File: src/rtl/level_pkg.sv
// Shared constants for the level sequencer: level codes, per-level speed,
// object count and period shift, plus the sequencer state encoding.
package level_pkg;

    localparam logic [2:0] LVL_EASY = 3'b001;
    localparam logic [2:0] LVL_MID  = 3'b010;
    localparam logic [2:0] LVL_HARD = 3'b100;

    localparam logic [2:0] SPEED_EASY = 3'd1;
    localparam logic [2:0] SPEED_MID  = 3'd2;
    localparam logic [2:0] SPEED_HARD = 3'd4;

    localparam int unsigned COUNT_EASY = 8;
    localparam int unsigned COUNT_MID  = 12;
    localparam int unsigned COUNT_HARD = 16;

    // Period = base >> shift, so the speed multiplier is 1 << shift.
    localparam logic [1:0] SHIFT_EASY = 2'd0;
    localparam logic [1:0] SHIFT_MID  = 2'd1;
    localparam logic [1:0] SHIFT_HARD = 2'd2;

    typedef enum logic [2:0] {
        IDLE  = 3'd0,
        CHECK = 3'd1,
        RUN   = 3'd2,
        DONE  = 3'd3,
        ERR   = 3'd4
    } state_e;

    function automatic logic level_valid(input logic [2:0] lvl);
        return (lvl == LVL_EASY) || (lvl == LVL_MID) || (lvl == LVL_HARD);
    endfunction

    function automatic logic [1:0] level_shift(input logic [2:0] lvl);
        case (lvl)
            LVL_MID:  return SHIFT_MID;
            LVL_HARD: return SHIFT_HARD;
            default:  return SHIFT_EASY;
        endcase
    endfunction

endpackage

File: src/rtl/spawn_timer.sv
// Loadable period counter. `tick` is the combinational terminal-count flag
// (count == period-1 while enabled); the counter wraps to 0 on it.
module spawn_timer #(
    parameter int unsigned TICK_DIV_BASE = 1000,
    localparam int unsigned CW = $clog2(TICK_DIV_BASE),
    localparam int unsigned PW = CW + 1
) (
    input  logic          clk,
    input  logic          rst,
    input  logic          load,
    input  logic [PW-1:0] period,
    input  logic          en,
    output logic          tick
);

    logic [CW-1:0] cnt_q;
    logic [PW-1:0] period_q;

    assign tick = en && ({1'b0, cnt_q} == (period_q - PW'(1)));

    // Load latches the period and restarts from 0; otherwise count while enabled.
    always_ff @(posedge clk or negedge rst) begin
        if (!rst) begin
            cnt_q    <= '0;
            period_q <= '0;
        end else if (load) begin
            cnt_q    <= '0;
            period_q <= period;
        end else if (en) begin
            if (tick) begin
                cnt_q <= '0;
            end else begin
                cnt_q <= cnt_q + CW'(1);
            end
        end
    end

endmodule

File: src/rtl/level_param_sequencer.sv
// Level handshake receiver and spawn scheduler. A rising edge on end_signal
// captures the one-hot level, which is decoded into speed/object count; one
// registered spawn_tick is then issued per period until the count is reached.
// Optional build macro LEVEL_SEQ_PAUSE_EN adds a `pause` input that stalls RUN.
module level_param_sequencer
    import level_pkg::*;
#(
    parameter int unsigned TICK_DIV_BASE = 1000,
    parameter int unsigned CNT_W         = 5
) (
    input  logic             clk,
    input  logic             rst,
    input  logic [2:0]       level,
    input  logic             end_signal,
`ifdef LEVEL_SEQ_PAUSE_EN
    input  logic             pause,
`endif
    output logic [2:0]       speed_mult,
    output logic [CNT_W-1:0] obj_total,
    output logic             spawn_tick,
    output logic [CNT_W-1:0] spawned_cnt,
    output logic             busy,
    output logic             game_done,
    output logic             level_err
);

    localparam int unsigned CW = $clog2(TICK_DIV_BASE);
    localparam int unsigned PW = CW + 1;
    localparam logic [PW-1:0] BASE_PERIOD = PW'(TICK_DIV_BASE);

    state_e        state_q;
    logic          end_prev_q;
    logic [2:0]    lvl_q;
    logic          start;
    logic          stall;
    logic          run_en;
    logic          tmr_load;
    logic          tmr_tick;
    logic [PW-1:0] period;

    assign start = end_signal && !end_prev_q;

`ifdef LEVEL_SEQ_PAUSE_EN
    assign stall = pause;
`else
    assign stall = 1'b0;
`endif

    assign run_en   = (state_q == RUN) && !stall;
    assign tmr_load = (state_q == CHECK);

    // Period for the captured level; only consumed by the timer in CHECK.
    always_comb begin
        period = BASE_PERIOD >> level_shift(lvl_q);
    end

    spawn_timer #(
        .TICK_DIV_BASE(TICK_DIV_BASE)
    ) u_timer (
        .clk    (clk),
        .rst    (rst),
        .load   (tmr_load),
        .period (period),
        .en     (run_en),
        .tick   (tmr_tick)
    );

    // Sequencer FSM with registered outputs; DONE and ERR hold until reset.
    always_ff @(posedge clk or negedge rst) begin
        if (!rst) begin
            state_q     <= IDLE;
            end_prev_q  <= 1'b0;
            lvl_q       <= '0;
            speed_mult  <= '0;
            obj_total   <= '0;
            spawn_tick  <= 1'b0;
            spawned_cnt <= '0;
            busy        <= 1'b0;
            game_done   <= 1'b0;
            level_err   <= 1'b0;
        end else begin
            end_prev_q <= end_signal;
            spawn_tick <= 1'b0;
            case (state_q)
                IDLE: begin
                    if (start) begin
                        lvl_q   <= level;
                        busy    <= 1'b1;
                        state_q <= CHECK;
                    end
                end
                CHECK: begin
                    case (lvl_q)
                        LVL_EASY: begin
                            speed_mult <= SPEED_EASY;
                            obj_total  <= CNT_W'(COUNT_EASY);
                        end
                        LVL_MID: begin
                            speed_mult <= SPEED_MID;
                            obj_total  <= CNT_W'(COUNT_MID);
                        end
                        LVL_HARD: begin
                            speed_mult <= SPEED_HARD;
                            obj_total  <= CNT_W'(COUNT_HARD);
                        end
                        default: ;
                    endcase
                    if (level_valid(lvl_q)) begin
                        spawned_cnt <= '0;
                        state_q     <= RUN;
                    end else begin
                        busy      <= 1'b0;
                        level_err <= 1'b1;
                        state_q   <= ERR;
                    end
                end
                RUN: begin
                    if (tmr_tick) begin
                        spawn_tick  <= 1'b1;
                        spawned_cnt <= spawned_cnt + CNT_W'(1);
                        if ((spawned_cnt + CNT_W'(1)) == obj_total) begin
                            busy      <= 1'b0;
                            game_done <= 1'b1;
                            state_q   <= DONE;
                        end
                    end
                end
                DONE: ;
                ERR:  ;
                default: state_q <= IDLE;
            endcase
        end
    end

endmodule

File: config.mk
export PLATFORM = sky130hd
export DESIGN_NAME = level_param_sequencer
export DESIGN_NICKNAME = d
export VERILOG_FILES = /design/src/rtl/level_pkg.sv /design/src/rtl/spawn_timer.sv /design/src/rtl/level_param_sequencer.sv
export SDC_FILE = /design/constraint.sdc
export NUM_CORES = 1
export LEC_CHECK = 0
export BUFFER_PORTS_ARGS = -buffer_cell sky130_fd_sc_hd__buf_2
export CAP_MARGIN = 10
export CELL_PAD_IN_SITES_DETAIL_PLACEMENT = 2
export CELL_PAD_IN_SITES_GLOBAL_PLACEMENT = 2
export CORE_MARGIN = 5
export CORE_UTILIZATION = 36
export DETAILED_ROUTE_END_ITERATION = 8
export PLACE_DENSITY_LB_ADDON = 0.1
export SLEW_MARGIN = 20
export SYNTH_ARGS = -nofsm -noshare
export SYNTH_HDL_FRONTEND = slang
export SYNTH_SLANG_ARGS = --single-unit
export TNS_END_PERCENT = 20
File: constraint.sdc
create_clock -name clk -period 2.6 [get_ports clk]
set_input_delay 0.26 -clock clk [delete_from_list [all_inputs] [get_ports clk]]
set_output_delay 0.26 -clock clk [all_outputs]
set_load 0.02 [all_outputs]
After elaboration in Yosys (flattened, before gate mapping)
Index checks and enable logic that the tools add are counted.
- logic and storage cells: 70
- output and inout bits: 17
- input port bits: 6
- flip-flop bits (word level): 45
- equality and inequality tests: 14
- reductions and logical operators: 17
- bitwise logic cells: 2
- add/sub/neg operators: 3
- shift-type cells: 1
- multiplexer cells: 21
- operator list (cell ; number):
    10-bit two-way mux ; 3
    5-bit case mux with 3 select lines ; 1
    3-bit two-way mux ; 4
    3-bit case mux with 4 select lines ; 1
    10-bit by 11-bit equality test with 1-bit output ; 1
    10-bit by 2-bit right shift with 11-bit output (first input constant) ; 1
    11-bit by 1-bit subtractor with 11-bit output (second input constant) ; 1
    10-bit by 1-bit adder with 10-bit output (second input constant) ; 1
    5-bit two-way mux ; 2
    5-bit case mux with 2 select lines ; 1
    3-bit by 2-bit equality test with 1-bit output (second input constant) ; 3
    3-bit case mux with 3 select lines ; 1
    2-bit inequality test (second input constant) ; 4
    3-bit by 1-bit equality test with 1-bit output (second input constant) ; 2
    3-bit equality test (second input constant) ; 2
    1-bit two-way mux ; 6
    2-bit AND reduction ; 3
    3-bit AND reduction ; 2
    3-bit nonzero test ; 2
    5-bit by 1-bit adder with 5-bit output (second input constant) ; 1
    5-bit equality test ; 1
    5-bit AND reduction ; 1
    2-bit case mux with 2 select lines ; 1
    4-bit AND reduction ; 1
    other kinds (9) ; 12

Depth between registers and ports, before layout
- word-level depth: 6
- mapped depth: 11
- depth with buffers taken out: 9

Modules after synthesis
From an unflattened synthesis, not the netlist that was laid out.
- cell total of the unflattened synthesis: 227
- area total of the unflattened synthesis: 2343.5 µm²
- modules (own cells, without submodules) (module ; area each (µm²) ; cells each ; seq. area each (µm²) ; times used):
    spawn_timer ; 1320.0 ; 127 ; 525.5 ; 1
    level_param_sequencer ; 1023.5 ; 100 ; 500.5 ; 1

Worst setup path before layout
Ideal clock, no wire load.
- kind: flip-flop to flip-flop
- start point: register u_timer.period_q[0]
- end point: register spawned_cnt[4]
- setup time: 129 ps
- data arrival time: 2179 ps
- data required time: 2471 ps
- buffers on the path: 2
- setup slack: 292 ps
- cell stages (with the launch flop): 12
- clock period less this slack: 2308 ps
- cell sequence: dfrtp_1 inv_1 ha_1 buf_1 nand2_1 mux2i_1 a211oi_1 a2111oi_2 nand3_1 buf_2 o211ai_1 nand3_1
- word-level cells in the longest chain between the ends: 5
- RTL lines (item ; line ; RTL):
    from (decl) ; spawn_timer.sv:17 ; logic [PW-1:0] period_q;
    from (signal assigned) ; spawn_timer.sv:28 ; period_q <= period;
    11-bit by 1-bit subtractor with 11-bit output ; spawn_timer.sv:19 ; assign tick = en && ({1'b0, cnt_q} == (period_q - PW'(1)));
    10-bit by 11-bit equality test with 1-bit output ; spawn_timer.sv:19 ;
    1-bit logical AND ; spawn_timer.sv:19 ;
    2-bit inequality test (no line) ; - ;
    3-bit AND reduction (no line) ; - ;
    to (signal assigned) ; level_param_sequencer.sv:120 ; spawned_cnt <= spawned_cnt + CNT_W'(1);
    to (decl) ; level_param_sequencer.sv:21 ; output logic [CNT_W-1:0] spawned_cnt,
No other way between the ends.
A chain may end at the register's enable or synchronous reset.

Worst setup path after layout
- start point: register u_timer.period_q[3]
- end point: register u_timer.cnt_q[2]
- word-level cells in the longest chain between the ends: 6
- RTL lines (item ; line ; RTL):
    11-bit by 1-bit subtractor with 11-bit output ; spawn_timer.sv:19 ;
    10-bit by 11-bit equality test with 1-bit output ; spawn_timer.sv:19 ;
    1-bit logical AND ; spawn_timer.sv:19 ;
    10-bit two-way mux ; spawn_timer.sv:30 ; if (tick) begin
    10-bit two-way mux ; spawn_timer.sv:29 ; end else if (en) begin
    10-bit two-way mux ; spawn_timer.sv:26 ; end else if (load) begin
    to (signal assigned) ; spawn_timer.sv:33 ; cnt_q <= cnt_q + CW'(1);
    to (decl) ; spawn_timer.sv:16 ; logic [CW-1:0] cnt_q;
No other way between the ends. The select of a mux whose other input is x is not followed.

==> reports/metrics.csv <==
metric,value,unit
status,completed,
Worst R2R Path Depth,8,
routability congestion estimate,0.767,
Post-synth EDFFs,0,
final WL,6530,um
CTS root buffer,clkbuf_8,
Die Wd,89.4,um
Post-Synthesis Cells,252,
Initial Util,0.364,
vias,1938,
crit-path max FO,7,
"Power, Total",1250,uW
crit path DAT,2650,ps
Yosys cell types,49,
Period minus WS final,2480,ps
Hold WC Path Type,in2async,
core area,0.00624,mm2
DR DRC count,0,
Mapped Area,0.00227,mm2
Layout Utilization,0.424,
"Seq/Total Area, Yosys",0.430,
Worst setup EP type,register,
vias per cell,5.55,
drt first pass iters,3,
CP Launch Type,register,
filler instances,720,
Ant. Diodes,0,
Tcrit/Tclk final,0.953,
clock skew,6.12,ps
area grow syn2layout,16.4,%
Worst VDD drop,209,uV
Post-Syn Area per Cell,9.01,um2
"Reg clk slew, reported paths",80,ps
Die Y-Extent,89.4,um
final antenna-violating net count,0,
largest net degree at the start of global routing,40,
max cap viols,0,
Pins Over Slew Limit,0,
pwr dens,471,mW/mm2
TritonCTS clock tree,built,
CTS Sinks,39,
max_slew headroom,0.396,
final setup fails,0,
multi-input logic area,0.00123,mm2
Initial DRC Count,37,
HPWL Detailed,4790,um
Seq. cell area,977,um2
IO buf count,20,
Worst-Margin Slew,907,ps
num rows,29,
WL per Instance,18.7,um
I/O pin count,23,
wire length of the first global-routing pass,10900,um
nets,280,
DP Worst Slack,135,ps
grt ovf,0,
terminus of the critical flop-to-flop path,u_timer.cnt_q[2],
CTS Buf Count,5,
H-tree levels,2,
Post-synth ARST share,1.00,
CP required,2780,ps
Post-CTS Hold Buffers,0,
ys flop type,dfrtp_1,
Final WS setup,122,ps
hold slack,89.2,ps
reg2reg start,u_timer.period_q[3],
vias in the first global route,2135,
synth warn,0,
R2R setup slack,120,ps
critical path type,reg2reg,
"FF+latch count, synth",39,
Static Leak,0.00118,uW
initial antenna violation count,0,
die area,0.00800,mm2
worst-skew pair later-pin latency,290,ps
RSZ-0062 raised after global routing,true,
Max Root-Sink Buffers,2,
Fin. Hold Viols,0,
Total GRT Usage,0.181,
fmax,404,MHz
layout cell share with drive strength beyond 1,0.210,
-- cells in the final DEF (no fill, tap or decap), drive strengths merged, types with 6 or more instances in the layout --
| cell | Yosys | routed |
|---|---|---|
| dfrtp | 39 | 39 |
| xnor2 | 9 | 9 |
| nand4 | 7 | 7 |
| o21ai | 14 | 14 |
| nand3b | 6 | 6 |
| nor2 | 13 | 13 |
| buf | 8 | 29 |
| inv | 10 | 10 |
| a21oi | 10 | 10 |
| nand2 | 35 | 35 |
| xor2 | 8 | 8 |
| nand3 | 18 | 18 |
-- synthesized netlist by cell type, types with 4 or more instances --
cell      number  area [um2]
xnor2_1        9        78.8
nand2b_1       5        31.3
nor2_1        13        48.8
inv_1         10        37.5
nand2_1       35         131
xor2_1         8        70.1
nand4_1        7        43.8
a21oi_1       10        50.1
buf_4          4        30.0
clkbuf_1      10        37.5
o21ai_0       13        65.1
nand3b_1       6        45.0
dfrtp_1       39         976
nand3_1       17        85.1
-- flip-flops by register name, summed over array words and instances, names as in the netlist --
name              count
state_q               3
busy                  1
u_timer.cnt_q        10
game_done             1
speed_mult            2
lvl_q                 3
spawn_tick            1
u_timer.period_q      9
end_prev_q            1
spawned_cnt           5
level_err             1
obj_total             2
-- logic make-up after synthesis --
| kind of cell | share of synthesized area |
|---|---|
| AOI/OAI and AO/OA | 0.158 |
| buffers and inverters | 0.0573 |
| other | 0.00165 |
| adders and majority gates | 0.0165 |
| DFF | 0.430 |
| xor gates and xnor gates | 0.0656 |
| and+or+nand+nor | 0.244 |
| muxes | 0.0281 |
-- per-stage QoR --
stage / area (um2) / cells / setup TNS, ps
after detailed placement: 2440 / 340 / 0
after global routing: 2640 / 349 / -60.2
final: 2640 / 349 / 0
after CTS: 2570 / 348 / 0
after floorplan: 2270 / 253 / 0
after global placement: 2440 / 340 / 0
-- cell type report --
| class | count | share of cell area |
|---|---|---|
| clock buffer | 5 | 0.0260 |
| clock inverter | 3 | 0.0256 |
| inverter | 10 | 0.0142 |
| multi-input combinational | 186 | 0.465 |
| sequential | 39 | 0.370 |
| tap | 77 | 0.0364 |
| timing repair buffer | 29 | 0.0634 |
-- critical path: stages, from the launching register on --
cell      delay [ps]
dfrtp_1          470
or3_4            430
nor4_2           250
a211oi_1         100
o311ai_4         350
nand3_1          160
buf_4            200
a221oi_1         270
nand3_1          120
-- where the power goes --
group          internal [uW]  switching [uW]  total (uW)
clock                    383             236         619
combinational           3.62            16.7        20.3
sequential               607           0.203         607
total                    993             252        1250
-- worst max path at each step --
stage / slack, ps / startpoint / end / depth (start not counted)
5_1_grt: -40 / u_timer.period_q[3] / u_timer.cnt_q[2] / 8
4_1_cts: 40 / u_timer.period_q[0] / spawned_cnt[3] / 8
6_report: 120 / u_timer.period_q[3] / u_timer.cnt_q[2] / 8
3_5_place_dp: 130 / u_timer.period_q[0] / spawned_cnt[3] / 8
3_3_place_gp: 190 / u_timer.period_q[0] / spawned_cnt[4] / 8
2_1_floorplan: 290 / u_timer.period_q[0] / spawned_cnt[4] / 11
-- routing by layer --
metal  track usage  share of wire  vias to the layer above
met2         0.322           0.53                       15
met4        0.0447          0.010                        0
li1              -              -                      925
met1         0.229           0.45                      992
met3        0.0276          0.012                        6
met5             0              0                        -
-- repair_timing --
item,CTS,global route
resized for setup,0,11
hold endpoints to repair,0,0
buffers inserted,0,1
endpoints found under the setup margin,0,15
Power figures use the tool's default switching activity.
